===== src/rtl/hazard_ctrl.sv =====
// Pipeline hazard/stall controller: load-use stalls, taken-branch flushes and
// multi-cycle MUL/DIV occupancy of EX, plus stall/flush event counters.
module hazard_ctrl #(
  parameter int unsigned MD_LAT = 32
) (
  input  logic        clk,
  input  logic        rst_n,
  input  logic        MemRead_ex,
  input  logic [4:0]  rdAddr_ex,
  input  logic [4:0]  rs1Addr_id,
  input  logic [4:0]  rs2Addr_id,
  input  logic        rs1Used_id,
  input  logic        rs2Used_id,
  input  logic        JumpTaken_ex,
  input  logic        MulDiv_ex,
  output logic        PC_IFWrite,
  output logic        IF_ID_Write,
  output logic        ID_EX_Write,
  output logic        IF_ID_Flush,
  output logic        ID_EX_Flush,
  output logic        EX_MEM_Flush,
  output logic        MD_start,
  output logic        MD_done,
  output logic [31:0] StallCnt,
  output logic [31:0] FlushCnt
);

  localparam int unsigned CntW = $clog2(MD_LAT);

  typedef enum logic {StRun, StBusy} state_e;

  state_e          state_q, state_d;
  logic [CntW-1:0] cnt_q, cnt_d;
  logic [31:0]     stall_cnt_q, stall_cnt_d;
  logic [31:0]     flush_cnt_q, flush_cnt_d;
  logic            lu;
  logic            jump_flush;

  assign lu = MemRead_ex && (rdAddr_ex != 5'd0) &&
              ((rs1Used_id && (rs1Addr_id == rdAddr_ex)) ||
               (rs2Used_id && (rs2Addr_id == rdAddr_ex)));

  always_comb begin
    PC_IFWrite   = 1'b1;
    IF_ID_Write  = 1'b1;
    ID_EX_Write  = 1'b1;
    IF_ID_Flush  = 1'b0;
    ID_EX_Flush  = 1'b0;
    EX_MEM_Flush = 1'b0;
    MD_start     = 1'b0;
    MD_done      = 1'b0;
    jump_flush   = 1'b0;
    state_d      = state_q;
    cnt_d        = cnt_q;
    if (!rst_n) begin
      // Hold every stage in bubbles while reset is asserted.
      PC_IFWrite   = 1'b0;
      IF_ID_Write  = 1'b0;
      ID_EX_Write  = 1'b0;
      IF_ID_Flush  = 1'b1;
      ID_EX_Flush  = 1'b1;
      EX_MEM_Flush = 1'b1;
    end else begin
      case (state_q)
        StRun: begin
          if (MulDiv_ex) begin
            MD_start     = 1'b1;
            PC_IFWrite   = 1'b0;
            IF_ID_Write  = 1'b0;
            ID_EX_Write  = 1'b0;
            EX_MEM_Flush = 1'b1;
            state_d      = StBusy;
            cnt_d        = CntW'(MD_LAT - 2);
          end else if (JumpTaken_ex) begin
            IF_ID_Flush = 1'b1;
            ID_EX_Flush = 1'b1;
            jump_flush  = 1'b1;
          end else if (lu) begin
            PC_IFWrite  = 1'b0;
            IF_ID_Write = 1'b0;
            ID_EX_Flush = 1'b1;
          end
        end
        StBusy: begin
          if (cnt_q != '0) begin
            PC_IFWrite   = 1'b0;
            IF_ID_Write  = 1'b0;
            ID_EX_Write  = 1'b0;
            EX_MEM_Flush = 1'b1;
            cnt_d        = cnt_q - CntW'(1);
          end else begin
            MD_done = 1'b1;
            state_d = StRun;
          end
        end
        default: state_d = StRun;
      endcase
    end
  end

  assign stall_cnt_d = stall_cnt_q + {31'd0, ~PC_IFWrite};
  assign flush_cnt_d = flush_cnt_q + {31'd0, jump_flush};

  always_ff @(posedge clk) begin
    if (!rst_n) begin
      state_q     <= StRun;
      cnt_q       <= '0;
      stall_cnt_q <= '0;
      flush_cnt_q <= '0;
    end else begin
      state_q     <= state_d;
      cnt_q       <= cnt_d;
      stall_cnt_q <= stall_cnt_d;
      flush_cnt_q <= flush_cnt_d;
    end
  end

  assign StallCnt = stall_cnt_q;
  assign FlushCnt = flush_cnt_q;

endmodule


===== config.mk =====
export PLATFORM = sky130hd
export DESIGN_NAME = hazard_ctrl
export DESIGN_NICKNAME = d
export VERILOG_FILES = /design/src/rtl/hazard_ctrl.sv
export SDC_FILE = /design/constraint.sdc
export NUM_CORES = 1
export LEC_CHECK = 0
export BUFFER_PORTS_ARGS = -buffer_cell sky130_fd_sc_hd__buf_2
export CAP_MARGIN = 5
export CORE_MARGIN = 5
export CORE_UTILIZATION = 53
export CTS_CLUSTER_SIZE = 16
export DETAILED_ROUTE_END_ITERATION = 8
export GPL_TIMING_DRIVEN = 0
export MAX_ROUTING_LAYER = met4
export PLACE_DENSITY = 0.81
export SLEW_MARGIN = 5
export SYNTH_ARGS = -nofsm -noshare
export SYNTH_HDL_FRONTEND = slang
export SYNTH_SLANG_ARGS = --single-unit

===== constraint.sdc =====
create_clock -name clk -period 8.4 [get_ports clk]
set_input_delay 1.68 -clock clk [delete_from_list [all_inputs] [get_ports clk]]
set_output_delay 1.68 -clock clk [all_outputs]
set_load 0.05 [all_outputs]

==> flow_metrics.env, run 1 <==
export IMPL_status="completed"
export IMPL_p_clk_share_pct=40.1
export IMPL_grt_max_degree=12
export IMPL_min_path_type="reg -> reg"
export IMPL_grt_busiest_layer="met2"
export IMPL_post_cts_setup_buffer_count=0
export IMPL_fin_tns_setup_ns=0
export IMPL_cts_made_buffers=9
export IMPL_post_cts_resized=0
export IMPL_crit_type="in -> out"
export IMPL_synth_top_family_by_area="simple AND/OR/NAND/NOR gates"
export IMPL_worst_setup_path_start_kind="input port"
export IMPL_fin_crit_ns=4.85
export IMPL_route_vias_total=3459
export IMPL_hold_viol=0
export IMPL_hold_worst_slack_ns=0.490
export IMPL_power_mw=0.679
export IMPL_nets=527
export IMPL_synth_mux_area_share_pct=0
export IMPL_cp_slowest_stage_delay_ns=0.52
export IMPL_synth_area_top_cells="dfxtp_1, or4_1, a21oi_1, xor2_1, o31ai_1"
export IMPL_grt_antenna_before_repair=0
export IMPL_fill_cells=558
export IMPL_cts_tree="built"
export IMPL_crit_required_ns=6.72
export IMPL_crit_path_frequent_cell="buf_2"
export IMPL_synth_warning_count=0
export IMPL_p_switching_mw=0.169
export IMPL_setup_ws_ns=3.55
export IMPL_period_share_pct=57.7
export IMPL_overflow=0
export IMPL_slowest_stage="or4_1"
export IMPL_clock_latency_ns=0.35
export IMPL_dieArea_um2=8150
export IMPL_ant_nets=0
export IMPL_yosysMostFrequentCell="dfxtp_1"
export IMPL_viasPerCell=5.94
export IMPL_yosysTopAreaCellShare_pct=41.1
export IMPL_wl_per_cell_um=15.0
export IMPL_crit_chain="buf_2 > or4_1 > o21ai_0 > o41a_1 > buf_4 > buf_2"
export IMPL_synth_simple_area_share_pct=28.7
export IMPL_synth_compound_area_share_pct=16.3
export IMPL_area_growth_pct=22.3
export IMPL_grt_util_met3_pct=4.33
export IMPL_grt_pass1_wl_um=14800
export IMPL_synth_top_flop_cell="dfxtp_1"
export IMPL_post_route_util_pct=66.1
export IMPL_p_comb_share_pct=9.4
export IMPL_dpl_worst_slack_ns=3.52
export IMPL_syn_nets=423
export IMPL_drive_gt1_share_pct=22.4
export IMPL_gp_congestion=0.831
export IMPL_syn_avg_cell_area_um2=8.62
export IMPL_die_w_um=90.3
export IMPL_drt_iter0_markers=184
export IMPL_synthesis_area_um2=3410
export IMPL_synth_xor_area_share_pct=8.21
export IMPL_rsz0062_at_grt="no"
export IMPL_seqPwrFrac_pct=50.4
export IMPL_postSynthCellCount=396
export IMPL_ys_ff_latch=70
export IMPL_wl_um=8750
export IMPL_yosys_top_cells_count="dfxtp_1, a21oi_1, or4_1"
export IMPL_dpl_cell_area_um2=3980
export IMPL_synthAdderAreaFrac_pct=1.83
export IMPL_numPortBuffers=93
export IMPL_seq_area_frac_synth_pct=41.1
export IMPL_use_met1_pct=27.4
export IMPL_antenna_cells=0
export IMPL_swShare_pct=24.8
export IMPL_htreeDepth=3
export IMPL_design_core_area_um2=6310
export IMPL_leakagePower_nw=1.64
export IMPL_hold_buffers=0
export IMPL_root_buffer="clkbuf_8"
export IMPL_slew_headroom_pct=63.0
export IMPL_use_met2_pct=34.9
export IMPL_path_buf_inv=3
export IMPL_clkSlewWorstSetupHoldPaths_ns=0.07
export IMPL_setup_worst_path_end_class="output port"
export IMPL_max_cap_viol_count=0
export IMPL_drv_slew=0
export IMPL_arrival_ns=3.17
export IMPL_ir_drop_uv=99.0
export IMPL_fin_area_um2=4180
export IMPL_ys_types=39
export IMPL_crit_fanout=3
export IMPL_clk_path_buf_depth=2
export IMPL_yosys_area_top_type="dfxtp_1"
export IMPL_initial_core_util_pct=54.1
export IMPL_grt_pass1_vias=3307
export IMPL_crit_family="simple AND/OR/NAND/NOR gates"
export IMPL_dieHeight_um=90.3
export IMPL_power_density_nw_per_um2=163
export IMPL_synthArstFlopShare_pct=0
export IMPL_dp_hpwl_um=6420
export IMPL_drc=0
export IMPL_clock_fmax_mhz=206
export IMPL_setup_viol=0
export IMPL_rows=29
export IMPL_first_pass_iters=4
export IMPL_p_int_mw=0.511
export IMPL_cts_sinks=70
export IMPL_fin_cells=582
export IMPL_tightest_slew_ns=0.555
export IMPL_dp_cells=566
export IMPL_final_seq_area_um2=1400
export IMPL_grt_use_total_pct=22.2
export IMPL_multi_input_area_um2=1880
export IMPL_skew_ns=0.0122
export IMPL_synth_enable_flop_cells=0
export IMPL_ioPinCount=94
[layout by cell type (no fill, tap or decap), types with 2 or more instances in the layout]
cell	instances
clkbuf_8	11
nor3_1	4
clkinv_2	3
dfxtp_1	70
xor2_1	20
clkbuf_1	14
ha_1	5
nor2_1	26
inv_1	13
xnor2_1	12
o211ai_1	5
and4_1	8
nor2b_1	2
nor3b_1	2
nand2_1	21
nor4_1	4
o21ai_0	14
and2_1	8
or4_1	28
o41ai_1	3
and3_1	6
buf_1	5
nand3_1	19
buf_2	93
nand4_1	19
a21oi_1	39
o31ai_1	23
or3_1	13
[kinds of logic (layout without fill, tap and decap cells)]
family / count (synthesis) / count (layout)
simple gates: 166 / 166
compound gates: 90 / 90
flops: 70 / 70
buf+inv: 33 / 142
xor+xnor: 32 / 32
fa+ha+maj: 5 / 5
[final cells by class]
| cell class | instances | share of cell area, % |
|---|---|---|
| clock buffers | 12 | 3.72 |
| repair buffers | 93 | 11.1 |
| inverters | 13 | 1.17 |
| plain buffers | 20 | 2.07 |
| flip-flops and latches | 70 | 33.6 |
| multi-input cells | 293 | 45.0 |
| clock inverters | 4 | 1.08 |
| well taps | 77 | 2.31 |
[routing by layer]
layer | share of wire (%) | vias up | wire, µm
met1 | 44 | 1609 | 3890
met5 | 0 | - | 0
met4 | 2.3 | 0 | 204
met2 | 46 | 135 | 4060
li1 | - | 1701 | -
met3 | 6.8 | 14 | 598
[flip-flops by register name, indices dropped and copies added, names as in the netlist]
register / cells
cnt_q: 5
state_q: 1
StallCnt: 32
FlushCnt: 32
[final timing paths]
kind	start	end	slack, ns	depth (start not counted)
worst max-delay path	rdAddr_ex[1]	PC_IFWrite	3.55	6
worst min-delay path	StallCnt[31]	StallCnt[31]	0.49	2
worst max register to register	cnt_q[0]	StallCnt[28]	5.00	13
worst min register to register	StallCnt[31]	StallCnt[31]	0.49	2
[power by group through the flow]
| stage | registers (mW) | logic [mW] | clock network (mW) |
|---|---|---|---|
| after floorplan | 0.357 | 0.0376 | 0 |
| final | 0.343 | 0.0639 | 0.273 |
| after detailed placement | 0.350 | 0.0640 | 0 |
| after CTS | 0.342 | 0.0646 | 0.278 |
| after global placement | 0.350 | 0.0627 | 0 |
| after global routing | 0.343 | 0.0697 | 0.293 |
[worst register-to-register path, cell delays in order (launching register included)]
cell and delay (ns):
dfxtp_1 0.34, inv_1 0.08, ha_1 0.23, nor3b_1 0.17
a21oi_1 0.33, nor2_1 0.14, o41ai_1 0.11, ha_1 0.26
ha_1 0.19, and3_1 0.15, clkbuf_1 0.30, nand4_1 0.33
or4_1 0.54, a21oi_1 0.16
Note: power is estimated with default switching activity, not from simulation.
==> inputs of run 2 (changes only) <==
--- a/config.mk
+++ b/config.mk
@@ -5,15 +5,16 @@
 export SDC_FILE = /design/constraint.sdc
 export NUM_CORES = 1
 export LEC_CHECK = 0
+export ABC_AREA = 1
 export BUFFER_PORTS_ARGS = -buffer_cell sky130_fd_sc_hd__buf_2
 export CAP_MARGIN = 5
 export CORE_MARGIN = 5
-export CORE_UTILIZATION = 53
+export CORE_UTILIZATION = 49
 export CTS_CLUSTER_SIZE = 16
 export DETAILED_ROUTE_END_ITERATION = 8
 export GPL_TIMING_DRIVEN = 0
 export MAX_ROUTING_LAYER = met4
-export PLACE_DENSITY = 0.81
+export PLACE_DENSITY = 0.77
 export SLEW_MARGIN = 5
 export SYNTH_ARGS = -nofsm -noshare
 export SYNTH_HDL_FRONTEND = slang
==> constraint.sdc (replaced) <==
create_clock -name clk -period 4.11 [get_ports clk]
set_input_delay 0.822 -clock clk [delete_from_list [all_inputs] [get_ports clk]]
set_output_delay 0.822 -clock clk [all_outputs]
set_load 0.05 [all_outputs]
==> flow_metrics.env, run 2 <==
export IMPL_slowest_stage="dfxtp_1"
export IMPL_dpl_worst_slack_ns=1.09
export IMPL_ys_ff_latch=70
export IMPL_post_cts_setup_buffer_count=0
export IMPL_hold_viol=0
export IMPL_power_density_nw_per_um2=315
export IMPL_clkSlewWorstSetupHoldPaths_ns=0.07
export IMPL_nets=775
export IMPL_area_growth_pct=20.7
export IMPL_dp_hpwl_um=8930
export IMPL_synthArstFlopShare_pct=0
export IMPL_clock_latency_ns=0.35
export IMPL_skew_ns=0.00650
export IMPL_numPortBuffers=93
export IMPL_synth_enable_flop_cells=0
export IMPL_cts_sinks=70
export IMPL_synthesis_area_um2=3940
export IMPL_grt_pass1_wl_um=18700
export IMPL_min_path_type="reg -> reg"
export IMPL_path_buf_inv=4
export IMPL_antenna_cells=0
export IMPL_hold_buffers=0
export IMPL_clk_path_buf_depth=2
export IMPL_grt_pass1_vias=4254
export IMPL_crit_required_ns=3.29
export IMPL_drt_iter0_markers=211
export IMPL_status="completed"
export IMPL_dieHeight_um=99.6
export IMPL_ioPinCount=94
export IMPL_crit_fanout=5
export IMPL_dp_cells=839
export IMPL_die_w_um=99.6
export IMPL_arrival_ns=2.08
export IMPL_synth_top_flop_cell="dfxtp_1"
export IMPL_drv_slew=0
export IMPL_slew_headroom_pct=55.9
export IMPL_grt_use_total_pct=24.0
export IMPL_yosysMostFrequentCell="nand2_1"
export IMPL_synth_warning_count=0
export IMPL_initial_core_util_pct=50.7
export IMPL_drc=0
export IMPL_max_cap_viol_count=0
export IMPL_fill_cells=767
export IMPL_setup_viol=0
export IMPL_leakagePower_nw=1.99
export IMPL_setup_ws_ns=1.20
export IMPL_dieArea_um2=9930
export IMPL_yosys_area_top_type="dfxtp_1"
export IMPL_gp_congestion=0.942
export IMPL_crit_chain="inv_1 > ha_1 > nand4_1 > nand2_1 > nand2_1 > nor2_1 > nand2_1 > inv_1 > buf_4 > buf_2"
export IMPL_wl_um=11400
export IMPL_root_buffer="clkbuf_8"
export IMPL_layout_commonest_cell="nand2_1"
export IMPL_viasPerCell=5.16
export IMPL_clock_fmax_mhz=344
export IMPL_worst_setup_path_start_kind="register"
export IMPL_fin_crit_ns=2.91
export IMPL_tightest_slew_ns=0.662
export IMPL_htreeDepth=3
export IMPL_cts_tree="built"
export IMPL_cp_slowest_stage_delay_ns=0.31
export IMPL_period_share_pct=70.7
export IMPL_grt_antenna_before_repair=0
export IMPL_syn_avg_cell_area_um2=6.11
export IMPL_ant_nets=0
export IMPL_ys_types=29
export IMPL_final_cell_mix="nand2_1, nor2_1, buf_2"
export IMPL_post_cts_resized=0
export IMPL_cts_made_buffers=9
export IMPL_crit_type="reg -> out"
export IMPL_yosys_top_cells_count="nand2_1, nor2_1, inv_1"
export IMPL_grt_max_degree=13
export IMPL_first_pass_iters=5
export IMPL_wl_per_cell_um=13.3
export IMPL_rows=32
export IMPL_rsz0062_at_grt="no"
export IMPL_crit_family="simple AND/OR/NAND/NOR gates"
export IMPL_overflow=0
export IMPL_fin_cells=855
export IMPL_design_core_area_um2=7770
export IMPL_ir_drop_uv=177
export IMPL_drive_gt1_share_pct=16.7
export IMPL_crit_path_frequent_cell="nand2_1"
export IMPL_fin_tns_setup_ns=0
export IMPL_synth_area_top_cells="dfxtp_1, nand2_1, nor2_1, inv_1, a21oi_1"
export IMPL_setup_worst_path_end_class="output port"
export IMPL_route_vias_total=4412
export IMPL_yosysTopAreaCellShare_pct=35.6
export IMPL_postSynthCellCount=644
export IMPL_seq_area_frac_synth_pct=35.6
export IMPL_syn_nets=671
-- run 2: cell count changes after synthesis, sizes merged, moves of 7 or more --
cell    previous run  this run
o31ai             23         1
nand4             20         7
and4               8         0
or3               13         0
and2               9         1
nor2              26       147
or4               29         0
xnor2             12         5
nand3b             0        18
xor2              20         6
nand2             21       213
inv               13        73
-- run 2: per-stage QoR --
stage                     hold WS [ns]  util, %  instance area (µm²)  power, mW
after floorplan                  0.403        -                 3940      0.830
after global placement           0.411     58.3                 4530      0.872
after detailed placement         0.419     58.3                 4530      0.877
after CTS                        0.430     61.2                 4750       1.50
after global routing             0.476     61.2                 4750       1.56
final                            0.425     61.2                 4750       1.50
-- run 2: layout make-up --
class                      instances  area [µm²]  share of cell area, %
multi-input combinational        493        2230                   46.9
inverter                          73         274                   5.76
clock buffer                      10         138                   2.90
sequential                        70        1400                   29.5
clock inverter                     6        85.1                   1.79
tap                              102         128                   2.68
timing repair buffer              93         465                   9.79
buffer                             8        33.8                  0.711
-- run 2: power breakdown --
group | switching [mW] | leakage, nW | internal, mW | total [mW]
logic | 0.114 | 1.32 | 0.0466 | 0.161
clock network | 0.279 | 0.108 | 0.356 | 0.635
registers | 0.00963 | 0.566 | 0.691 | 0.701
-- run 2: cells by family (layout without fill, tap and decap cells) --
kind of cell	Yosys count	count (layout)	synth area share, %
xor+xnor	11	11	2.45
fa+ha+maj	5	5	1.59
buf+inv	81	190	7.82
flops	70	70	35.6
simple gates	414	414	44.0
compound gates	63	63	8.52
-- run 2: path summary, 6_finish.rpt --
path	from	end	slack, ns	cells past startpoint
worst max register to register	cnt_q[0]	StallCnt[18]	1.46	16
worst max-delay path	cnt_q[0]	PC_IFWrite	1.20	10
worst min register to register	cnt_q[0]	cnt_q[0]	0.43	1
worst min-delay path	cnt_q[0]	cnt_q[0]	0.43	1
-- run 2: layer usage --
layer / wire (µm) / vias up / GRT usage (%) / part of all wire, %
met2: 5590 / 163 / 41.4 / 49
met1: 4810 / 2000 / 27.4 / 42
met3: 691 / 27 / 3.72 / 6.1
met5: 0 / - / - / 0
li1: - / 2222 / - / -
met4: 260 / 0 / 10.6 / 2.3
-- run 2: worst register-to-register path, stage by stage, from the launching register on --
cell and delay (ns):
dfxtp_1 0.33, inv_1 0.06, ha_1 0.24, nand4_1 0.13, nand2_1 0.08, nand2_1 0.15, nor2_1 0.10, nand2_1 0.11
ha_1 0.22, ha_1 0.21, nand2_1 0.11, nor2_2 0.19, nand2_1 0.16, nor2_2 0.16, nand3_1 0.10, o21ai_0 0.17
nor2_1 0.05
